### src/rtl/inject_port_fifo.sv
// Injection FIFO: turns a level-held select-stage packet into one push per new packet.
// Define INJECT_DROP_CNT_EN to build the saturating drop counter.
module inject_port_fifo #(
    parameter int N2    = 13,
    parameter int DEPTH = 4
) (
    input  logic                   clk,
    input  logic                   rst_n,
    input  logic [N2-1:0]          in_packet,
    input  logic                   out_ready,
    output logic                   out_valid,
    output logic [N2-2:0]          out_data,
    output logic [$clog2(DEPTH):0] fifo_level,
    output logic [7:0]             inj_count,
    output logic [7:0]             drop_count
);
    localparam int PW = $clog2(DEPTH);
    localparam int LW = PW + 1;
    localparam int DW = N2 - 1;
    localparam logic [LW-1:0] FULL_LVL = LW'(DEPTH);

    logic [DW-1:0] mem_q [DEPTH];
    logic [N2-1:0] last_pkt_q;
    logic [PW-1:0] wr_ptr_q, wr_ptr_d;
    logic [PW-1:0] rd_ptr_q, rd_ptr_d;
    logic [LW-1:0] level_q, level_d;
    logic          out_valid_q, out_valid_d;
    logic [DW-1:0] out_data_q, out_data_d;
    logic [7:0]    inj_cnt_q, inj_cnt_d;
    logic          evt, full, pop, push;

    always_comb begin
        evt = in_packet[N2-1] &&
              (!last_pkt_q[N2-1] || in_packet[DW-1:0] != last_pkt_q[DW-1:0]);
        full = (level_q == FULL_LVL);
        pop = out_valid_q && out_ready;
        push = evt && (!full || pop);
        wr_ptr_d = push ? wr_ptr_q + PW'(1) : wr_ptr_q;
        rd_ptr_d = pop ? rd_ptr_q + PW'(1) : rd_ptr_q;
        level_d = level_q + LW'(push) - LW'(pop);
        inj_cnt_d = inj_cnt_q + 8'(pop);
        out_valid_d = (level_d != '0);
        out_data_d = '0;
        // The next head is the entry being written this edge when it lands at the new read pointer
        if (level_d != '0) begin
            if (push && wr_ptr_q == rd_ptr_d) out_data_d = in_packet[DW-1:0];
            else                              out_data_d = mem_q[rd_ptr_d];
        end
    end

    always_ff @(posedge clk) begin
        if (push) mem_q[wr_ptr_q] <= in_packet[DW-1:0];
    end

    always_ff @(posedge clk or negedge rst_n) begin
        if (!rst_n) begin
            last_pkt_q  <= '0;
            wr_ptr_q    <= '0;
            rd_ptr_q    <= '0;
            level_q     <= '0;
            out_valid_q <= 1'b0;
            out_data_q  <= '0;
            inj_cnt_q   <= '0;
        end else begin
            last_pkt_q  <= in_packet;
            wr_ptr_q    <= wr_ptr_d;
            rd_ptr_q    <= rd_ptr_d;
            level_q     <= level_d;
            out_valid_q <= out_valid_d;
            out_data_q  <= out_data_d;
            inj_cnt_q   <= inj_cnt_d;
        end
    end

`ifdef INJECT_DROP_CNT_EN
    logic       drop;
    logic [7:0] drop_cnt_q, drop_cnt_d;

    always_comb begin
        drop = evt && full && !pop;
        drop_cnt_d = drop_cnt_q;
        if (drop && drop_cnt_q != 8'hFF) drop_cnt_d = drop_cnt_q + 8'd1;
    end

    always_ff @(posedge clk or negedge rst_n) begin
        if (!rst_n) drop_cnt_q <= '0;
        else        drop_cnt_q <= drop_cnt_d;
    end

    assign drop_count = drop_cnt_q;
`else
    assign drop_count = 8'h00;
`endif

    assign out_valid  = out_valid_q;
    assign out_data   = out_data_q;
    assign fifo_level = level_q;
    assign inj_count  = inj_cnt_q;
endmodule

### config.mk
export PLATFORM = sky130hd
export DESIGN_NAME = inject_port_fifo
export DESIGN_NICKNAME = d
export VERILOG_FILES = /design/src/rtl/inject_port_fifo.sv
export SDC_FILE = /design/constraint.sdc
export NUM_CORES = 1
export LEC_CHECK = 0
export ABC_AREA = 1
export CORE_MARGIN = 5
export CORE_UTILIZATION = 35
export CTS_BUF_LIST = sky130_fd_sc_hd__clkbuf_8
export CTS_CLUSTER_SIZE = 20
export DETAILED_ROUTE_END_ITERATION = 12
export GPL_ROUTABILITY_DRIVEN = 0
export SYNTH_ARGS = -nofsm -noshare
export SYNTH_HDL_FRONTEND = slang
export SYNTH_SLANG_ARGS = --single-unit
### constraint.sdc
create_clock -name clk -period 6.8 [get_ports clk]
set_input_delay 1.7 -clock clk [delete_from_list [all_inputs] [get_ports clk]]
set_output_delay 1.7 -clock clk [all_outputs]
set_load 0.05 [all_outputs]
==> results.md, run 1 <==
* Post-CTS setup buffers at 0
* Clock power frac at 0.166
* PostCTS Resize Cnt at 0
* Dpl hpwl at 5.25 mm
* Clock Latency Late Sink at 0.37 ns
* Fin nets at 450
* CP Class: in -> reg
* Net Sw Power at 0.000974 W
* Placement-stage cell area at 4380 sq um
* RSZ-0062 raised after global routing: false
* Share of post-route cells with drive strength above 1 at 0.0767
* Period utilisation layout at 0.729
* DIE HEIGHT at 115 microns
* Wire per inst at 14.0 microns
* Rel. slew slack at 0.372
* Via density at 4.54
* DR vias at 2585
* P per Cell Area at 478 nW/um^2
* Hold depth at 1
* Largest net degree at the start of global routing at 42
* I/O pin total at 48
* Dpl cells at 554
* Switch share at 0.446
* Register area share after synthesis at 0.636
* Startpoint Class: primary input
* GRT Total Usage at 0.131
* Compound-gate portion of the synthesized area at 0.0219
* Worst hold path endpoint: inj_count[7]
* Mean Syn Cell Area at 10.1 sq um
* Port bufs at 39
* Status: complete, no violations
* Starting Density at 0.358
* Post-Syn Instances at 383
* GRT overflow at 0
* Fill count at 1065
* Distinct cell type count after synthesis at 28
* Antenna violations before repair at 0
* Number of enable flip-flop cells after synthesis at 48
* Hold Crit Class: reg -> reg
* Minimum clock period at 4.96 ns
* Hold slack at 0.476 ns
* Setup TNS at 0 ns
* Clock skew at 0.0141 ns
* Final instance area at 4570 sq um
* Final wirelength at 7.96 mm
* Num CTS Buffers at 9
* Antenna diodes at 0
* # DRC at 0
* Critical R2R Launch: out_valid
* Fin. Hold Viols at 0
* Die Area at 13300 sq um
* Drt pass-1 iters at 5
* R2R depth at 13
* Post-CTS Hold Buffers at 0
* Crit end category: flop
* Critical hold path startpoint: inj_count[7]
* XOR/XNOR share of the synthesized area at 0.0248
* Logic gate share of total power at 0.471
* Setup violators final at 0
* Iteration-0 DRC Markers at 98
* Max VDD drop at 242 uV
* Area growth from synthesis to layout at 17.9%
* Register share of total power at 0.363
* Mux contribution to synthesized area at 0
* Maximum net fanout on the critical path at 14
* Worst reg-to-reg setup slack at 3.27 ns
* First-pass GRT wire length at 13.2 mm
* CTS tree: done
* Clock Sinks at 89
* Final ANT Viol Nets at 0
* Max-cap violations at 0
* Core Util, Final at 0.422
* Vias in the first global route at 2604
* Root Driver: clkbuf_8
* Standard-cell rows at 38
* H-tree depth at 3
* Required time of the worst setup path at 7.09 ns
* Pins Over Slew Limit at 0
* Simple-gate portion of the synthesized area at 0.206
* Pleak at 2.11 nW
* Post-synth ARST share at 0.461
* Yosys reg bits at 89
* Die X at 115 microns
* Core Footprint at 10800 sq um
* Register area at 2470 sq um
* Worst-Margin Slew at 0.941 ns
* Arr. time, crit path at 5.25 ns
* Synthesized-area fraction occupied by adder cells at 0.0310
* Clk slew on worst S/H paths at 0.09 ns
* Top_reg_cell synth: edfxtp_1
* Mapped cell area at 3880 sq um
* RR Endpoint: out_data[11]
* P_int at 0.00121 W
* Syn. warnings at 0
* FMAX at 202 MHz
* Final cell count without fillers at 570
* Maximum clock path buffer count at 2
* Largest family of logic cells by synthesized area: simple AND/OR/NAND/NOR gates
* Multi-input gate area at 1130 sq um
-- cells by family (layout without fill, tap and decap cells) --
| family | after synthesis | count (layout) |
|---|---|---|
| AOI/OAI and AO/OA | 15 | 15 |
| xor gates and xnor gates | 11 | 11 |
| adders and majority gates | 9 | 9 |
| buffers and inverters | 70 | 110 |
| DFF | 89 | 89 |
| other | 1 | 8 |
| and+or+nand+nor | 188 | 188 |
-- power by group through the flow --
stage | registers (W) | clock network [W] | logic (W)
after global routing | 0.000812 | 0.000395 | 0.00114
after global placement | 0.000805 | 0 | 0.00103
after floorplan | 0.00104 | 0 | 0.000499
after detailed placement | 0.000806 | 0 | 0.00104
after CTS | 0.000796 | 0.000370 | 0.00105
final | 0.000793 | 0.000362 | 0.00103
-- cells in the mapped netlist (2+ instances only) --
library cell | count | share of area
nand2_1 | 123 | 0.12
edfxtp_1 | 48 | 0.37
inv_1 | 46 | 0.045
dfrtp_1 | 41 | 0.26
nor2_1 | 26 | 0.025
nand3_1 | 17 | 0.022
nand4_1 | 14 | 0.023
a21oi_1 | 13 | 0.017
buf_4 | 8 | 0.015
ha_1 | 8 | 0.026
xor2_1 | 8 | 0.018
buf_2 | 5 | 0.0064
inv_2 | 4 | 0.0039
clkbuf_1 | 3 | 0.0029
xnor2_1 | 3 | 0.0068
buf_1 | 2 | 0.0019
nand2_2 | 2 | 0.0032
nand3_2 | 2 | 0.0052
-- per-layer routing --
layer  share of wire  GRT usage  up-vias
met2            0.48      0.217       49
met1            0.46      0.170     1238
met4           0.018     0.0532        0
met5               0          0        -
li1                -          -     1287
met3           0.045     0.0263       11
-- per-stage QoR --
| stage | worst slack (ns) | total power, W |
|---|---|---|
| global placement | 1.59 | 0.00183 |
| detailed placement | 1.47 | 0.00185 |
| finish | 1.84 | 0.00219 |
| CTS | 1.84 | 0.00221 |
| global route | 1.54 | 0.00235 |
| floorplan | 2.88 | 0.00154 |
-- layout by cell type, fill, tap and decap left out, types with 3 or more instances in the layout --
| master | count |
|---|---|
| xor2_1 | 8 |
| nor2_1 | 26 |
| clkdlybuf4s50_1 | 38 |
| a21oi_1 | 13 |
| clkinv_2 | 3 |
| clkbuf_8 | 9 |
| edfxtp_1 | 48 |
| inv_1 | 46 |
| nand2_1 | 123 |
| xnor2_1 | 3 |
| ha_1 | 8 |
| dfrtp_1 | 41 |
| buf_4 | 4 |
| conb_1 | 8 |
| nand4_1 | 14 |
| inv_2 | 4 |
| nand3_1 | 17 |
-- how the worst max path moves through the flow --
| stage | startpoint | endpoint | depth (start not counted) | slack, ns |
|---|---|---|---|---|
| after floorplan | in_packet[7] | out_data[10] | 17 | 2.88 |
| after global routing | in_packet[7] | out_data[5] | 17 | 1.54 |
| after detailed placement | out_ready | out_data[11] | 14 | 1.47 |
| final | out_ready | out_data[11] | 14 | 1.84 |
| after CTS | out_ready | out_data[11] | 14 | 1.84 |
| after global placement | out_ready | out_data[1] | 14 | 1.59 |
-- area by class of cell --
cell class | count | share of cell area
Clock buffer | 9 | 0.0271
Clock inverter | 7 | 0.0150
Timing Repair Buffer | 43 | 0.0908
Multi-Input combinational cell | 231 | 0.247
Inverter | 51 | 0.0424
Tap cell | 140 | 0.0383
Sequential cell | 89 | 0.539
-- critical path, cell delays in order --
cell             delay (ns)
clkdlybuf4s50_1        0.52
nand2_1                0.13
a31oi_2                0.66
nand2_1                0.37
ha_1                   0.38
inv_1                  0.04
ha_1                   0.19
fa_1                   0.36
inv_1                  0.07
xor2_1                 0.17
inv_1                  0.06
nand2_1                0.38
nand2_1                0.13
nor2_1                 0.11
-- state kept, by name (all words and copies together), names as in the netlist --
register    cells
rd_ptr_q        2
last_pkt_q     13
fifo_level      3
out_data       12
inj_count       8
wr_ptr_q        2
out_valid       1
mem_q          48
No activity file was read; power rests on OpenSTA's default activity.
==> run 2: changes to the inputs <==
- clock period: 6.8 -> 4 ns (I/O delays scaled with it)
==> results.md, run 2 (synthesis results as in run 1) <==
* CP Class: in -> reg
* Clk slew on worst S/H paths at 0.09 ns (about the same)
* Commonest non-fill, non-tap cell in the layout: nand2_1
* RSZ-0062 raised after global routing: false
* Num CTS Buffers at 9 (unchanged)
* Rel. slew slack at 0.390 (+0.0180)
* Hold slack at 0.477 ns (+0.000815 ns)
* Iteration-0 DRC Markers at 137 (+40%)
* First-pass GRT wire length at 13.3 mm (+0.20%)
* Dpl hpwl at 5.60 mm (+6.7%)
* Setup TNS at 0 ns (unchanged)
* Antenna violations before repair at 0 (unchanged)
* # DRC at 0 (unchanged)
* Hold depth at 1 (unchanged)
* Final ANT Viol Nets at 0 (unchanged)
* Critical hold path startpoint: inj_count[7]
* Dpl cells at 567 (+2.3%)
* R2R depth at 14 (+1)
* Required time of the worst setup path at 4.27 ns (-2.82 ns)
* GRT overflow at 0 (unchanged)
* Starting Density at 0.358 (unchanged)
* Share of post-route cells with drive strength above 1 at 0.0971 (+0.0203)
* Post-CTS Hold Buffers at 0 (unchanged)
* Area growth from synthesis to layout at 19.6%
* DIE HEIGHT at 115 microns (unchanged)
* Core Util, Final at 0.428 (+0.00623)
* Placement-stage cell area at 4480 sq um (+2.2%)
* Critical R2R Launch: out_valid
* Port bufs at 39 (unchanged)
* Final instance area at 4640 sq um (+1.5%)
* Biggest register: mem_q
* Period utilisation layout at 0.871
* Fin nets at 463 (+2.9%)
* Max VDD drop at 351 uV (+45%)
* Maximum clock path buffer count at 2 (unchanged)
* PostCTS Resize Cnt at 0 (unchanged)
* Pleak at 2.15 nW (+1.7%)
* Status: complete, no violations
* Maximum net fanout on the critical path at 7 (-7)
* Hold Crit Class: reg -> reg
* Arr. time, crit path at 3.76 ns (-1.49 ns)
* Pins Over Slew Limit at 0 (unchanged)
* RR Endpoint: out_data[7]
* Final cell count without fillers at 583 (+2.3%)
* Die Area at 13300 sq um (unchanged)
* Wire per inst at 14.1 microns (+0.96%)
* Core Footprint at 10800 sq um (unchanged)
* Standard-cell rows at 38 (unchanged)
* Via density at 4.46 (-1.7%)
* Vias in the first global route at 2610 (+0.23%)
* H-tree depth at 3 (unchanged)
* P per Cell Area at 800 nW/um^2 (+67%)
* Clock Latency Late Sink at 0.35 ns (-0.02 ns)
* Largest net degree at the start of global routing at 42 (unchanged)
* Antenna diodes at 0 (unchanged)
* CTS tree: done
* Final wirelength at 8.22 mm (+3.3%)
* Setup violators final at 0 (unchanged)
* Drt pass-1 iters at 4 (-1)
* Max-cap violations at 0 (unchanged)
* Clock skew at 0.0123 ns (-0.00182 ns)
* Minimum clock period at 3.48 ns
* DR vias at 2598 (+0.50%)
* Crit end category: flop
* Max FFs per register at 48 (unchanged)
* Startpoint Class: primary input
* Root Driver: clkbuf_8
* Clock Sinks at 89 (unchanged)
* I/O pin total at 48 (unchanged)
* Die X at 115 microns (unchanged)
* Post-CTS setup buffers at 0 (unchanged)
* FMAX at 287 MHz
* Worst-Margin Slew at 0.914 ns (-0.0270 ns)
* Commonest cells after routing, fill and taps aside: nand2_1 (123), edfxtp_1 (48), inv_1 (47)
* Worst reg-to-reg setup slack at 1.41 ns (-1.86 ns)
* Fin. Hold Viols at 0 (unchanged)
* Worst hold path endpoint: inj_count[7]
* GRT Total Usage at 0.131 (-0.000401)
* Fill count at 1075 (+0.94%)
## run 2: cell type report
class / count / area (sq um) / area share
multi-input combinational: 231 / 1130 / 0.243
timing repair buffer: 56 / 513 / 0.111
inverter: 51 / 194 / 0.0418
tap: 140 / 175 / 0.0377
clock buffer: 9 / 124 / 0.0267
sequential: 89 / 2470 / 0.532
clock inverter: 7 / 38.8 / 0.00836
## run 2: worst max path at each step
stage                 start            to
2_1_floorplan  in_packet[7]  out_data[10]
3_3_place_gp   in_packet[7]   out_data[8]
3_5_place_dp   in_packet[7]   out_data[7]
4_1_cts        in_packet[7]   out_data[7]
5_1_grt        in_packet[1]   out_data[8]
6_report       in_packet[7]   out_data[7]
## run 2: routing by layer
metal | up-vias | share of wire | global-route usage
li1 | 1304 | - | -
met1 | 1234 | 0.45 | 0.166
met2 | 56 | 0.50 | 0.225
met3 | 4 | 0.046 | 0.0332
met4 | 0 | 0.0078 | 0.0329
met5 | - | 0 | 0
## run 2: worst max-delay path, cell delays in order
cell             delay (ns)
clkdlybuf4s50_1        0.56
inv_1                  0.10
or2_0                  0.20
nand3_1                0.07
nor2_1                 0.05
nand2_1                0.08
nand2_1                0.07
ha_1                   0.28
inv_1                  0.04
ha_1                   0.18
fa_1                   0.36
inv_1                  0.07
xor2_1                 0.20
inv_1                  0.06
nand2_1                0.12
buf_4                  0.18
nand2_1                0.06
nor2_1                 0.09
## run 2: through the flow
| step | total power [W] | setup slack, ns |
|---|---|---|
| detailed placement | 0.00323 | 0.123 |
| CTS | 0.00376 | 0.506 |
| finish | 0.00371 | 0.516 |
| global route | 0.00398 | 0.258 |
| global placement | 0.00319 | 0.248 |
| floorplan | 0.00262 | 0.779 |
## run 2: where the power goes
| part | leakage (nW) | switching [W] | total [W] | internal (W) |
|---|---|---|---|---|
| logic | 1.15 | 0.00124 | 0.00184 | 0.000594 |
| clock network | 0.0775 | 0.000308 | 0.000526 | 0.000218 |
| registers | 0.918 | 0.000118 | 0.00135 | 0.00123 |
| total | 2.15 | 0.00167 | 0.00371 | 0.00205 |
